`config.mk`:
```
export PLATFORM = sky130hd
export DESIGN_NAME = wb_stage
export DESIGN_NICKNAME = d
export VERILOG_FILES = /design/src/rtl/wb_stage.sv
export SDC_FILE = /design/constraint.sdc
export NUM_CORES = 1
export LEC_CHECK = 0
export BUFFER_PORTS_ARGS = -buffer_cell sky130_fd_sc_hd__buf_2
export CAP_MARGIN = 5
export CORE_UTILIZATION = 50
export DETAILED_ROUTE_END_ITERATION = 8
export PLACE_DENSITY = 0.83
export SETUP_SLACK_MARGIN = 0.5
export SLEW_MARGIN = 20
export SYNTH_ARGS = -nofsm -noshare
export SYNTH_HDL_FRONTEND = slang
export SYNTH_SLANG_ARGS = --single-unit
```
`constraint.sdc`:
```
create_clock -name clk -period 2.7 [get_ports clk]
set_clock_uncertainty 0.15 [all_clocks]
set_input_delay 0 -clock clk [delete_from_list [all_inputs] [get_ports clk]]
set_output_delay 0 -clock clk [all_outputs]
set_load 0.01 [all_outputs]
```
`src/rtl/wb_stage.sv`:
```
// MEM/WB pipeline register and register-file write-back selector.
// Optional forwarding taps are enabled by defining WB_FWD_EN.
module wb_stage #(
  parameter int REG_WIDTH     = 8,
  parameter int REG_DIR_WIDTH = 3,
  parameter int RET_WIDTH     = 16
) (
  input  logic                     clk,
  input  logic                     rst,
  input  logic                     in_valid,
  input  logic                     stall,
  input  logic                     flush,
  input  logic [REG_WIDTH-1:0]     alu_result,
  input  logic [REG_WIDTH-1:0]     mem_data,
  input  logic [REG_DIR_WIDTH-1:0] dest,
  input  logic                     reg_write_in,
  input  logic                     mem_to_reg,
`ifdef WB_FWD_EN
  output logic                     fwd_valid,
  output logic [REG_DIR_WIDTH-1:0] fwd_dest,
  output logic [REG_WIDTH-1:0]     fwd_data,
`endif
  output logic [REG_DIR_WIDTH-1:0] writer,
  output logic [REG_WIDTH-1:0]     writedata,
  output logic                     RegWrite,
  output logic                     wb_valid,
  output logic [RET_WIDTH-1:0]     retired
);

  typedef enum logic [1:0] {
    M_BUB,
    M_HOLD,
    M_LOAD
  } mode_t;

  mode_t                    mode;
  logic                     valid_q;
  logic                     fresh_q;
  logic                     rw_q;
  logic                     valid_n;
  logic                     fresh_n;
  logic                     rw_n;
  logic                     regwr_n;
  logic [REG_DIR_WIDTH-1:0] writer_n;
  logic [REG_WIDTH-1:0]     wdata_n;
  logic [RET_WIDTH-1:0]     retired_n;

  // Resolve flush > stall > load; an invalid load is a bubble.
  always_comb begin
    mode = M_LOAD;
    if (flush)
      mode = M_BUB;
    else if (stall)
      mode = M_HOLD;
    else if (!in_valid)
      mode = M_BUB;
  end

  // Next stage contents, write decode and retire count.
  always_comb begin
    valid_n  = valid_q;
    fresh_n  = 1'b0;
    rw_n     = rw_q;
    writer_n = writer;
    wdata_n  = writedata;
    unique case (mode)
      M_BUB: begin
        valid_n  = 1'b0;
        rw_n     = 1'b0;
        writer_n = '0;
        wdata_n  = '0;
      end
      M_HOLD: begin
        fresh_n = 1'b0;
      end
      M_LOAD: begin
        valid_n  = 1'b1;
        fresh_n  = 1'b1;
        rw_n     = reg_write_in;
        writer_n = dest;
        wdata_n  = mem_to_reg ? mem_data
                              : alu_result;
      end
      default: begin
        valid_n = 1'b0;
      end
    endcase
    regwr_n = valid_n & fresh_n
            & rw_n & (|writer_n);
    retired_n = retired;
    if (valid_n && fresh_n)
      retired_n = retired + RET_WIDTH'(1);
  end

  // Stage register with synchronous reset.
  always_ff @(posedge clk) begin
    if (rst) begin
      valid_q   <= 1'b0;
      fresh_q   <= 1'b0;
      rw_q      <= 1'b0;
      writer    <= '0;
      writedata <= '0;
      RegWrite  <= 1'b0;
      retired   <= '0;
    end else begin
      valid_q   <= valid_n;
      fresh_q   <= fresh_n;
      rw_q      <= rw_n;
      writer    <= writer_n;
      writedata <= wdata_n;
      RegWrite  <= regwr_n;
      retired   <= retired_n;
    end
  end

  assign wb_valid = valid_q;

`ifdef WB_FWD_EN
  assign fwd_valid = RegWrite;
  assign fwd_dest  = writer;
  assign fwd_data  = writedata;
`endif

  // Register 0 is never written.
  a_no_r0: assert property (
    @(posedge clk) RegWrite |-> (writer != '0));

  // Writes only come from a fresh valid slot.
  a_wr_fresh: assert property (
    @(posedge clk) RegWrite |-> (valid_q && fresh_q));

  // Empty slot carries no data.
  a_bub_zero: assert property (
    @(posedge clk) !valid_q |->
      (writer == '0 && writedata == '0));

endmodule

```
==> results summary, run 1 <==
The number of global-route vias before repair came out at 1364. The sum of overflow across all layers after global routing is 0. Max-cap violations in this run came to 0. The final number of hold-violating endpoints is 0. Along the worst path, the maximum fanout reaches 14.

The sequential fraction of the synthesis area is 47.06%. The signed area change from the synthesized netlist to the final layout came out at 51.47%. Derived from the worst setup path, the maximum achievable clock frequency is 474.2 MHz.

The number of DRC markers after the initial detailed-route iteration is 45. The detailed-route via count came out at 1401. The worst reg2reg path startpoint is retired[0]. The net count after synthesis came out at 159. The number of sinks handled by clock tree synthesis is 30. The transition time at the pin with the least slew margin is 0.9371 ns. The final-report max-slew violation count came out at 0.

The clock passes through at most 2 buffers. Yosys mapped the design onto 30 distinct sky130hd cell types. The library cells used most frequently in the layout, excluding fill and tap cells, are 54 x buf_2, 30 x dfxtp_1, 29 x dlygate4sd3_1, 23 x nor2_1, 12 x a22oi_1.

The synthesis warning total came out at 0. The critical path starts at stall. The effective utilization at floorplan is 55.05%. The worst stage delay on the critical path is 0.59 ns. The global-route wire length before repair is 6258 um.

The final-report setup violation count is 0. The worst hold path begins at in_valid. Setup repair after global routing left no endpoint under its margin.

Averaged over all synthesized cells, the footprint is 9.668 um^2. The ratio of routed vias to standard cells is 5.649. Synthesis produced 132 cells. The required time of the critical path is 2.82 ns. The routed length per instance is 16.48 um. In this run the tightest slew margin relative to its limit is 37.40%.

The fraction of layout cells with a size suffix above 1 is 35.62%. Walking the worst path, the cells encountered are buf_2 -> dlygate4sd3_1 -> nor3b_4 -> buf_6 -> a22oi_1 -> nor2_1 -> o311a_1 -> dlygate4sd3_1. The tightest min-delay check is of the in2reg type. The analysis attributes to cell leakage a power of 0.8784 nW. The register clock-pin slew on the reported worst setup and hold paths came out at 0.09 ns. The number of buffers added by the clock tree synthesis step is 5.

TritonCTS built the clock tree. The critical path's most frequent cell is dlygate4sd3_1. The number of nets with antenna violations after routing is 0. Clock tree synthesis selected as its root buffer the cell clkbuf_4.

For the worst-skew pair, the clock arrives at the later sink with an insertion delay of 0.33 ns. The arrival time of the worst setup path is 2.23 ns. STA classifies the critical path endpoint as a register. The leading cell type in the layout, fill and taps excluded is buf_2. STA classifies the critical path startpoint as an input pin.

The number of remaining DRC errors is 0. The net count of the finished layout is 245. The register bit count reported by yosys came out at 30. The worst setup path is of the in2reg kind.

The final period utilization is 78.11%. The power per cell area came out at 435.2 nW/um^2. At the end of routability-driven placement, the weighted congestion stood at 0.7711.

The number of iterations in the first detailed-routing pass is 4. The flow ran to the end, and the final reports show no timing, DRC or antenna violations. The maximum vdd drop is 0.3869 mV. The cell area that synthesis handed to floorplanning was 1276 um^2. The largest net degree at the start of global routing is 30. For this design, the slowest cell found on the critical path is dlygate4sd3_1. The routed design could run at a clock period as short as 2.109 ns.

The floorplan die area came out at 2758 um^2. The total global-route track usage is 32.26%. The final total power is 0.8413 mW. The initial antenna violation count is 1. The final wirelength is 4086 um. Buffers placed on the I/O ports in this run total 54. The die extent in y came out at 52.52 um. The number of primary I/O pins came out at 55. The half-perimeter wire length of the detailed placement result is 2018 um.

The final setup TNS is 0 ns. The core outline area came out at 2318 um^2. The width of the chip is 52.52 um. The count of H-tree levels built during CTS is 2.

The number of placement rows is 17.
==> sequential cells by signal, summed over array words and instances (netlist names) <==
| register | count |
|---|---|
| writedata | 8 |
| rw_q | 1 |
| retired | 16 |
| writer | 3 |
| RegWrite | 1 |
| wb_valid | 1 |
==> cell usage after synthesis <==
| cell | number | share of area (%) |
|---|---|---|
| xnor2_1 | 1 | 0.69 |
| o311a_1 | 1 | 0.78 |
| inv_1 | 1 | 0.29 |
| nor3b_4 | 1 | 1.5 |
| and3_1 | 1 | 0.49 |
| or3_1 | 1 | 0.49 |
| or3_2 | 1 | 0.59 |
| buf_2 | 1 | 0.39 |
| dfxtp_1 | 30 | 47 |
| a21oi_1 | 7 | 2.7 |
| nor2b_1 | 1 | 0.49 |
| xor2_1 | 8 | 5.5 |
| a22oi_1 | 12 | 7.1 |
| ha_1 | 1 | 0.98 |
| nand3_1 | 5 | 2.0 |
| and4_4 | 1 | 0.88 |
| or4_1 | 4 | 2.4 |
| o21ai_0 | 2 | 0.78 |
| o31ai_1 | 4 | 2.4 |
| nand4_4 | 1 | 1.7 |
| mux2_2 | 8 | 7.1 |
| mux2i_1 | 1 | 0.78 |
| nor2_1 | 23 | 6.8 |
| and4_1 | 1 | 0.69 |
| and3_2 | 1 | 0.59 |
| nand2_1 | 3 | 0.88 |
| buf_1 | 1 | 0.29 |
| nand2_2 | 1 | 0.49 |
| nand4_1 | 4 | 2.0 |
| clkbuf_1 | 5 | 1.5 |
==> repair_timing <==
item                                    in CTS  in global routing
setup buffers                                0                  2
endpoints found under the hold margin       29                  0
gates resized for setup                      0                  1
endpoints found under the setup margin       0                  1
hold buffers                                29                  0
==> final timing paths <==
check	cells past startpoint	slack, ns	end
worst max register to register	6	0.60	retired[4]
worst max-delay path	8	0.59	RegWrite
worst min register to register	2	0.34	retired[15]
worst min-delay path	5	0.10	retired[6]
==> kinds of logic (layout without fill, tap and decap cells) <==
kind of cell             count (synthesis)  count (layout)  synth area share, %
AO/OA/AOI/OAI                           26              26                13.73
other                                    0               1                    0
adder cells (fa/ha/maj)                  1               1               0.9802
XOR/XNOR                                 9               9                6.177
buffers and inverters                    8              95                2.450
multiplexers                             9               9                7.843
flip-flops                              30              30                47.06
AND/OR/NAND/NOR                         49              49                21.77
==> layout make-up <==
type | instances | area, um^2
sequential | 30 | 600.6
inverter | 1 | 3.754
multi-input combinational | 94 | 644.4
tap | 28 | 35.03
fill | 111 | 385.4
clock buffer | 7 | 55.05
clock inverter | 1 | 5.005
timing repair buffer | 86 | 586.8
antenna | 1 | 2.502
==> critical path, delay by kind of cell <==
| kind | cells | cell delay (ns) |
|---|---|---|
| buffers and inverters | 4 | 1.44 |
| and+or+nand+nor | 2 | 0.49 |
| AOI/OAI and AO/OA | 2 | 0.30 |
==> metal layers <==
layer / routed length [um] / global-route usage (%)
met1: 1638 / 35.92
met2: 2122 / 54.43
met3: 183 / 9.855
met4: 142 / 17.11
met5: 0 / 0
==> per-stage QoR <==
step                hold slack [ns]  setup WS (ns)  cell area, um^2  cells  util [%]
CTS                         0.04829         0.5487             1912    245     82.46
detailed placement           0.1259         0.8707             1562    208     67.35
finish                       0.1025         0.5911             1933    248     83.38
global placement             0.1003         0.9550             1562    208     67.35
floorplan                  -0.06560         0.9505             1276    132         -
global route                 0.1185         0.5061             1933    248     83.38
==> report_power, final <==
| group | leakage (nW) | switching [mW] | internal (mW) |
|---|---|---|---|
| clock | 0.0353 | 0.157 | 0.126 |
| combinational | 0.601 | 0.0446 | 0.0620 |
| sequential | 0.242 | 0.00405 | 0.448 |
Note: power is estimated with default switching activity, not from simulation.
==> run 2: changes to the inputs <==
--- a/config.mk
+++ b/config.mk
@@ -7,9 +7,9 @@
 export LEC_CHECK = 0
 export BUFFER_PORTS_ARGS = -buffer_cell sky130_fd_sc_hd__buf_2
 export CAP_MARGIN = 5
-export CORE_UTILIZATION = 50
+export CORE_UTILIZATION = 42
 export DETAILED_ROUTE_END_ITERATION = 8
-export PLACE_DENSITY = 0.83
+export PLACE_DENSITY = 0.75
 export SETUP_SLACK_MARGIN = 0.5
 export SLEW_MARGIN = 20
 export SYNTH_ARGS = -nofsm -noshare
==> constraint.sdc (replaced) <==
create_clock -name clk -period 1.9 [get_ports clk]
set_clock_uncertainty 0.15 [all_clocks]
set_input_delay 0 -clock clk [delete_from_list [all_inputs] [get_ports clk]]
set_output_delay 0 -clock clk [all_outputs]
set_load 0.01 [all_outputs]
==> results summary, run 2 (synthesized netlist as in run 1, its figures left out) <==
The proportion of power drawn by the clock network came to 34.0% (was 33.6%). The sum of buffers and inverters on the critical path is 0 (was 4). The floorplan die area was 3263 um^2 (was 2758 um^2).

The transition time at the pin with the least slew margin came out at 1.044 ns (was 0.9371 ns). The number of max-cap violations was 0 (unchanged). The number of remaining DRC errors was 6 (was 0). The half-perimeter wire length of the detailed placement result came out at 2119 um (was 2018 um). The worst hold path class is in2reg (unchanged). The arrival time of the worst setup path is 1.72 ns (was 2.23 ns).

The final wirelength is 3707 um (was 4086 um). The number of flip-flops in the largest register came out at 16 (unchanged). The final number of hold-violating endpoints came out at 3 (was 0). The core outline area came out at 2829 um^2 (was 2318 um^2). The register clock-pin slew on the reported worst setup and hold paths came out at 0.10 ns (was 0.09 ns). The number of global-route vias before repair came out at 1359 (was 1364). The family of cells with the greatest summed delay on the critical path was simple AND/OR/NAND/NOR gates (was buffers and inverters).

Status: finished, violations left (was complete, no violations). Top Registers: retired: 16 flops, writedata: 8 flops, writer: 3 flops (unchanged). The number of buffers added by the clock tree synthesis step is 5 (unchanged). The count of H-tree levels built during CTS is 2 (unchanged). The initial antenna violation count came out at 0 (was 1).

The number of sinks handled by clock tree synthesis is 30 (unchanged). The worst path needs 1.606 ns of the cycle, external delays included. The final-report max-slew violation count came to 0 (unchanged). Commonest non-fill, non-tap cells in the layout: 54 x buf_2, 23 x nor2_1, 23 x dlygate4sd3_1, 22 x dfxtp_1, 13 x buf_4 (was 54 x buf_2, 30 x dfxtp_1, 29 x dlygate4sd3_1, 23 x nor2_1, 12 x a22oi_1). The power per cell area came out at 580.3 nW/um^2 (was 435.2 nW/um^2). Cells along the critical path: ha_4 -> and3_4 -> nand2_4 -> or4_4 -> a21oi_2 (was buf_2 -> dlygate4sd3_1 -> nor3b_4 -> buf_6 -> a22oi_1 -> nor2_1 -> o311a_1 -> dlygate4sd3_1). The number of placement rows came out at 19 (was 17). The switching component of the power came out at 0.2857 mW (was 0.2057 mW).

The effective utilization at floorplan came out at 45.11% (was 55.05%). The number of primary I/O pins came out at 55 (unchanged). The worst stage delay on the critical path came out at 0.49 ns (was 0.59 ns). The checks that failed: design-rule violations, negative hold slack.

The number of DRC markers after the initial detailed-route iteration is 62 (was 45). The leading cell type in the layout, fill and taps excluded was buf_2 (unchanged). The remaining max-slew budget at the tightest pin came out at 30.19% (was 37.40%). The die extent in y is 57.13 um (was 52.52 um).

The start-to-end type of the worst setup path was reg2reg (was in2reg). The net count of the finished layout was 249 (was 245). The switching power as a share of total power is 24.31% (was 24.45%). The number of nets with antenna violations after routing is 0 (unchanged). Static timing analysis puts the maximum clock frequency at 622.9 MHz. The number of cells after detailed placement is 212 (was 208). The final-report setup violation count came out at 0 (unchanged). The global-route wire length before repair is 5996 um (was 6258 um). The final core utilization is 71.61% (was 83.38%). The final period utilization came out at 84.50%. The largest driver fanout on the critical path is 5 (was 14). The count of input and output buffers is 54 (unchanged). The number of iterations in the first detailed-routing pass is 6 (was 4).

The total internal power came out at 0.8897 mW (was 0.6357 mW). The required time of the critical path was 2.02 ns (was 2.82 ns). The maximum vdd drop came to 0.5546 mV (was 0.3869 mV). The sum of overflow across all layers after global routing came to 0 (unchanged).

The width of the chip came out at 57.13 um (was 52.52 um). The maximum buffer depth of the clock tree was 2 (unchanged). The largest register by flop count was retired (unchanged). The worst reg2reg path startpoint was retired[0] (unchanged).

Unrepaired setup endpoints after global routing: yes (was no). The cell with the largest stage delay on the worst path is or4_4 (was dlygate4sd3_1). The ratio of routed vias to standard cells came out at 5.303 (was 5.649). The routed length per instance came out at 14.59 um (was 16.48 um). The routability congestion estimate from global placement is 0.7458 (was 0.7711). The worst hold margin came out at -0.04645 ns (was 0.1025 ns). The launch point of the worst path was retired[0] (was stall). The detailed-route via count was 1347 (was 1401). The clock insertion delay at the later pin of the skew report is 0.33 ns (about the same).

The CTS tree was built (unchanged). The clock tree root buffer cell was clkbuf_4 (unchanged). The origin of the worst min-delay path is stall (was in_valid). The final setup TNS is 0 ns (unchanged). The largest net degree at the start of global routing is 27 (was 30). The final antenna diode count is 0 (was 1). The signed area change from the synthesized netlist to the final layout is 58.73% (was 51.47%). The count of placed standard cells in the final layout, fillers left out came out at 254 (was 248). The final total power came out at 1.175 mW (was 0.8413 mW). The share of total power in combinational logic came out at 12.0% (was 12.7%).

The fraction of layout cells with a size suffix above 1 is 47.98% (was 35.62%). The type of element capturing the critical path was a register (unchanged). The category of the worst setup path launch point is a register (was input pin). The fraction of power consumed by sequential logic is 54.0% (was 53.7%). The reported leakage power came to 0.9162 nW (was 0.8784 nW). The total global-route track usage came out at 24.68% (was 32.26%).
## run 2: cell count changes in the layout (fill, tap and decap cells not counted), moves of 3 or more
cell,previous run,this run
buf_4,2,13
dfxtp_1,30,22
dlygate4sd3_1,29,23
dfxtp_4,0,5
a21oi_1,7,4
a21oi_2,0,3
dfxtp_2,0,3
o31ai_1,4,1
o31ai_2,0,3
## run 2: path summary, 6_finish.rpt
check | slack, ns | cells past startpoint | endpoint
setup / recovery | 0.29 | 5 | retired[12]
hold / removal | -0.05 | 5 | retired[14]
setup reg to reg | 0.29 | 5 | retired[12]
hold reg to reg | 0.34 | 2 | wb_valid
## run 2: layer usage
| layer | track usage (%) | up-vias | part of all wire, % |
|---|---|---|---|
| met1 | 26.53 | 636 | 40 |
| met4 | 9.756 | 0 | 2.2 |
| li1 | - | 662 | - |
| met2 | 44.54 | 37 | 53 |
| met3 | 8.163 | 12 | 4.5 |
| met5 | 0 | - | 0 |
## run 2: layout make-up
cell class                 count  area, um^2
multi-input combinational     94       701.9
clock buffer                   7       55.05
clock inverter                 1       5.005
timing repair buffer          90       598.1
sequential                    30       623.1
tap                           31       38.79
inverter                       1       3.754
fill                         208       803.3
## run 2: timing repair
item                                   in CTS  in global routing
resized for setup                           2                  7
gates cloned                                0                  0
endpoints found under the hold margin      30                  6
hold buffers                               21                  2
setup endpoints to repair                   6                 28
buffers inserted                           11                  0
pin swaps                                   3                  2
## run 2: power groups by stage
stage / logic (mW) / clock network (mW) / registers (mW)
finish: 0.141 / 0.399 / 0.635
global route: 0.152 / 0.447 / 0.636
CTS: 0.133 / 0.408 / 0.635
detailed placement: 0.0966 / 0 / 0.651
global placement: 0.0926 / 0 / 0.650
floorplan: 0.0487 / 0 / 0.654
## run 2: worst min-delay path, delay by kind of cell
family / cells / cell delay (ns)
buf+inv: 1 / 0.12
compound gates: 1 / 0.05
simple gates: 3 / 0.23
## run 2: through the flow
step                worst slack (ns)  instance area [um^2]
floorplan                     0.3381                  1321
global placement              0.3143                  1618
detailed placement            0.2442                  1618
CTS                           0.3080                  1976
global route                  0.2382                  2026
finish                        0.2945                  2026
==> run 3: changes to the inputs <==
--- a/config.mk
+++ b/config.mk
@@ -7,9 +7,9 @@
 export LEC_CHECK = 0
 export BUFFER_PORTS_ARGS = -buffer_cell sky130_fd_sc_hd__buf_2
 export CAP_MARGIN = 5
-export CORE_UTILIZATION = 42
+export CORE_UTILIZATION = 46
 export DETAILED_ROUTE_END_ITERATION = 8
-export PLACE_DENSITY = 0.75
+export PLACE_DENSITY = 0.78
 export SETUP_SLACK_MARGIN = 0.5
 export SLEW_MARGIN = 20
 export SYNTH_ARGS = -nofsm -noshare
==> constraint.sdc (replaced) <==
create_clock -name clk -period 1.49 [get_ports clk]
set_clock_uncertainty 0.15 [all_clocks]
set_input_delay 0 -clock clk [delete_from_list [all_inputs] [get_ports clk]]
set_output_delay 0 -clock clk [all_outputs]
set_load 0.01 [all_outputs]
==> results summary, run 3 (synthesized netlist as in run 1, its figures left out) <==
The maximum vdd drop is 1.236 mV (was 0.5546 mV). The final-report setup violation count came out at 8 (was 0). Commonest non-fill, non-tap cells in the layout: 41 x buf_2, 32 x buf_6, 23 x nor2_1, 16 x buf_4, 16 x dfxtp_2 (was 54 x buf_2, 23 x nor2_1, 23 x dlygate4sd3_1, 22 x dfxtp_1, 13 x buf_4). The routability congestion estimate from global placement came out at 0.6988 (was 0.7458). The final number of hold-violating endpoints came out at 19 (was 3).

The critical path's most frequent cell is buf_6. The ratio of routed vias to standard cells is 5.817 (was 5.303). The cell with the largest stage delay on the worst path is dfxtp_4 (was or4_4).

The remaining max-slew budget at the tightest pin is 64.12% (was 30.19%). The number of buffers added by the clock tree synthesis step was 5 (unchanged). The width of the chip came out at 54.67 um (was 57.13 um).

The most crowded layer after global routing is met2 (unchanged). The worst setup slack for register-to-register paths is -0.20 ns (was 0.29 ns). The clock tree root buffer cell is clkbuf_4 (unchanged). Violations in the final reports: negative hold slack, negative setup slack (was design-rule violations, negative hold slack).

The final core utilization was 88.40% (was 71.61%). The final-report max-slew violation count was 0 (unchanged). The transition time at the pin with the least slew margin is 0.5383 ns (was 1.044 ns). The start-to-end type of the worst setup path was reg2reg (unchanged).

The met3 track utilization from global routing was 8.889% (was 8.163%). The reported leakage power came to 1.006 nW (was 0.9162 nW). The number of placement rows is 18 (was 19). The clock insertion delay at the later pin of the skew report was 0.35 ns (was 0.33 ns).

The total global-route track usage is 30.26% (was 24.68%). The largest net degree at the start of global routing came out at 26 (was 27). The power per cell area is 725.4 nW/um^2 (was 580.3 nW/um^2). The category of the worst setup path launch point was a register (unchanged). The effective utilization at floorplan came out at 50.15% (was 45.11%). The number of buffers added to fix hold violations after cts is 4 (was 21). The number of sinks handled by clock tree synthesis is 30 (unchanged). The met2 track utilization from global routing is 51.81% (was 44.54%).

The maximum buffer depth of the clock tree is 2 (unchanged). The number of global-route vias before repair was 1298 (was 1359). The type of element capturing the critical path is a register (unchanged). Unrepaired setup endpoints after global routing: yes (unchanged). The arrival time of the worst setup path is 1.75 ns (was 1.72 ns). The register clock-pin slew on the reported worst setup and hold paths is 0.10 ns (about the same). Cells along the critical path: ha_4 -> and3_4 -> buf_6 -> buf_6 -> nand4_1 -> xor2_1 -> nor2_1 (was ha_4 -> and3_4 -> nand2_4 -> or4_4 -> a21oi_2). The core outline area is 2545 um^2 (was 2829 um^2). The half-perimeter wire length of the detailed placement result came out at 2297 um (was 2119 um).

Status: finished, violations left (unchanged). The final antenna diode count is 0 (unchanged). The final period utilization came out at 113.5% (was 84.50%). The number of remaining DRC errors came out at 0 (was 6). The CTS tree is built (unchanged). The die extent in y came out at 54.67 um (was 57.13 um). The met1 track demand over resource in global routing came out at 33.95% (was 26.53%). The largest register by flop count is retired (unchanged). The routed length per instance came out at 20.47 um (was 14.59 um). The worst hold path class is in2reg (unchanged).

The number of primary I/O pins is 55 (unchanged). The net count of the finished layout came out at 253 (was 249). The initial antenna violation count is 0 (unchanged). Top Registers: retired: 16 flops, writedata: 8 flops, writer: 3 flops (unchanged).

The signed area change from the synthesized netlist to the final layout is 76.27% (was 58.73%). The family of cells with the greatest summed delay on the critical path was flip-flops (was simple AND/OR/NAND/NOR gates). The sum of buffers and inverters on the critical path is 2 (was 0).

The number of DRC markers after the initial detailed-route iteration came out at 54 (was 62). The floorplan die area came out at 2989 um^2 (was 3263 um^2). The fraction of layout cells with a size suffix above 1 came out at 67.40% (was 47.98%). The worst stage delay on the critical path was 0.37 ns (was 0.49 ns). The detailed-route via count is 1495 (was 1347). The leading cell type in the layout, fill and taps excluded is buf_2 (unchanged). The sum of overflow across all layers after global routing was 0 (unchanged). The final setup TNS came out at -0.8970 ns (was 0 ns). The number of iterations in the first detailed-routing pass came out at 4 (was 6). The final wirelength came to 5261 um (was 3707 um). The number of nets with antenna violations after routing is 0 (unchanged). The number of max-cap violations is 0 (unchanged). The required time of the critical path was 1.55 ns (was 2.02 ns).

The worst hold margin is -0.1239 ns (was -0.04645 ns). The number of flip-flops in the largest register came out at 16 (unchanged). The worst path setup slack after routing is -0.2008 ns (was 0.2945 ns). The count of input and output buffers is 54 (unchanged). The fmax came out at 591.4 MHz (was 622.9 MHz). The final critical path time including I/O delays and setup came out at 1.691 ns (was 1.606 ns).

The count of H-tree levels built during CTS is 2 (unchanged). The global-route wire length before repair came out at 6134 um (was 5996 um). The largest driver fanout on the critical path is 3 (was 5).
-- run 3: cell types whose count changed in the layout (fill, tap and decap cells not counted), moves of 3 or more --
cell           previous run  this run
dfxtp_2                   3        16
dfxtp_4                   5         8
buf_4                    13        16
dfxtp_1                  22         6
buf_6                     0        32
nand3_2                   0         3
dlygate4sd3_1            23         4
buf_2                    54        41
nand3_1                   5         2
-- run 3: final cells by class --
type	count	area (um^2)
clock inverters	3	40.04
fillers	109	295.3
flip-flops and latches	30	650.6
multi-input cells	95	754.5
repair buffers	93	725.7
clock buffers	5	37.54
inverters	1	3.754
well taps	30	37.54
-- run 3: layer usage --
| metal | vias up | share of wire [%] |
|---|---|---|
| met5 | - | 0 |
| met3 | 20 | 5.9 |
| met4 | 0 | 4.7 |
| met2 | 70 | 52 |
| met1 | 736 | 38 |
| li1 | 669 | - |
-- run 3: path summary, 6_finish.rpt --
kind	startpoint	cells past startpoint	end
hold / removal	mem_data[7]	4	writedata[7]
setup / recovery	retired[1]	7	retired[6]
setup reg to reg	retired[1]	7	retired[6]
hold reg to reg	retired[14]	2	retired[14]
-- run 3: worst reg2reg max path: stages (launching register included) --
cell     delay, ns
dfxtp_4       0.37
ha_4          0.15
and3_4        0.16
buf_6         0.11
buf_6         0.11
nand4_1       0.08
xor2_1        0.28
nor2_1        0.12
-- run 3: stage by stage --
| stage | instances | hold slack, ns | setup slack (ns) | power, mW | cell area, um^2 |
|---|---|---|---|---|---|
| 2_1_floorplan | 132 | -0.06560 | -0.07187 | 0.8963 | 1323 |
| 3_5_place_dp | 230 | 0.1064 | -0.08882 | 0.9573 | 1759 |
| 5_1_grt | 257 | -0.1140 | -0.1759 | 1.664 | 2250 |
| 4_1_cts | 250 | -0.1210 | -0.08431 | 1.599 | 2103 |
| 6_report | 257 | -0.1239 | -0.2008 | 1.632 | 2250 |
| 3_3_place_gp | 230 | 0.1050 | -0.03149 | 0.9529 | 1759 |
-- run 3: power breakdown --
group          internal (mW)  switching, mW
logic                 0.0854         0.0813
registers              0.799        0.00737
clock network          0.347          0.312
total                   1.23          0.400
-- run 3: timing repair --
item,in CTS,in global routing
gates cloned,1,0
pin swaps,16,10
buffers inserted,7,7
endpoints found under the setup margin,30,42
resized for setup,39,30
endpoints found under the hold margin,29,18
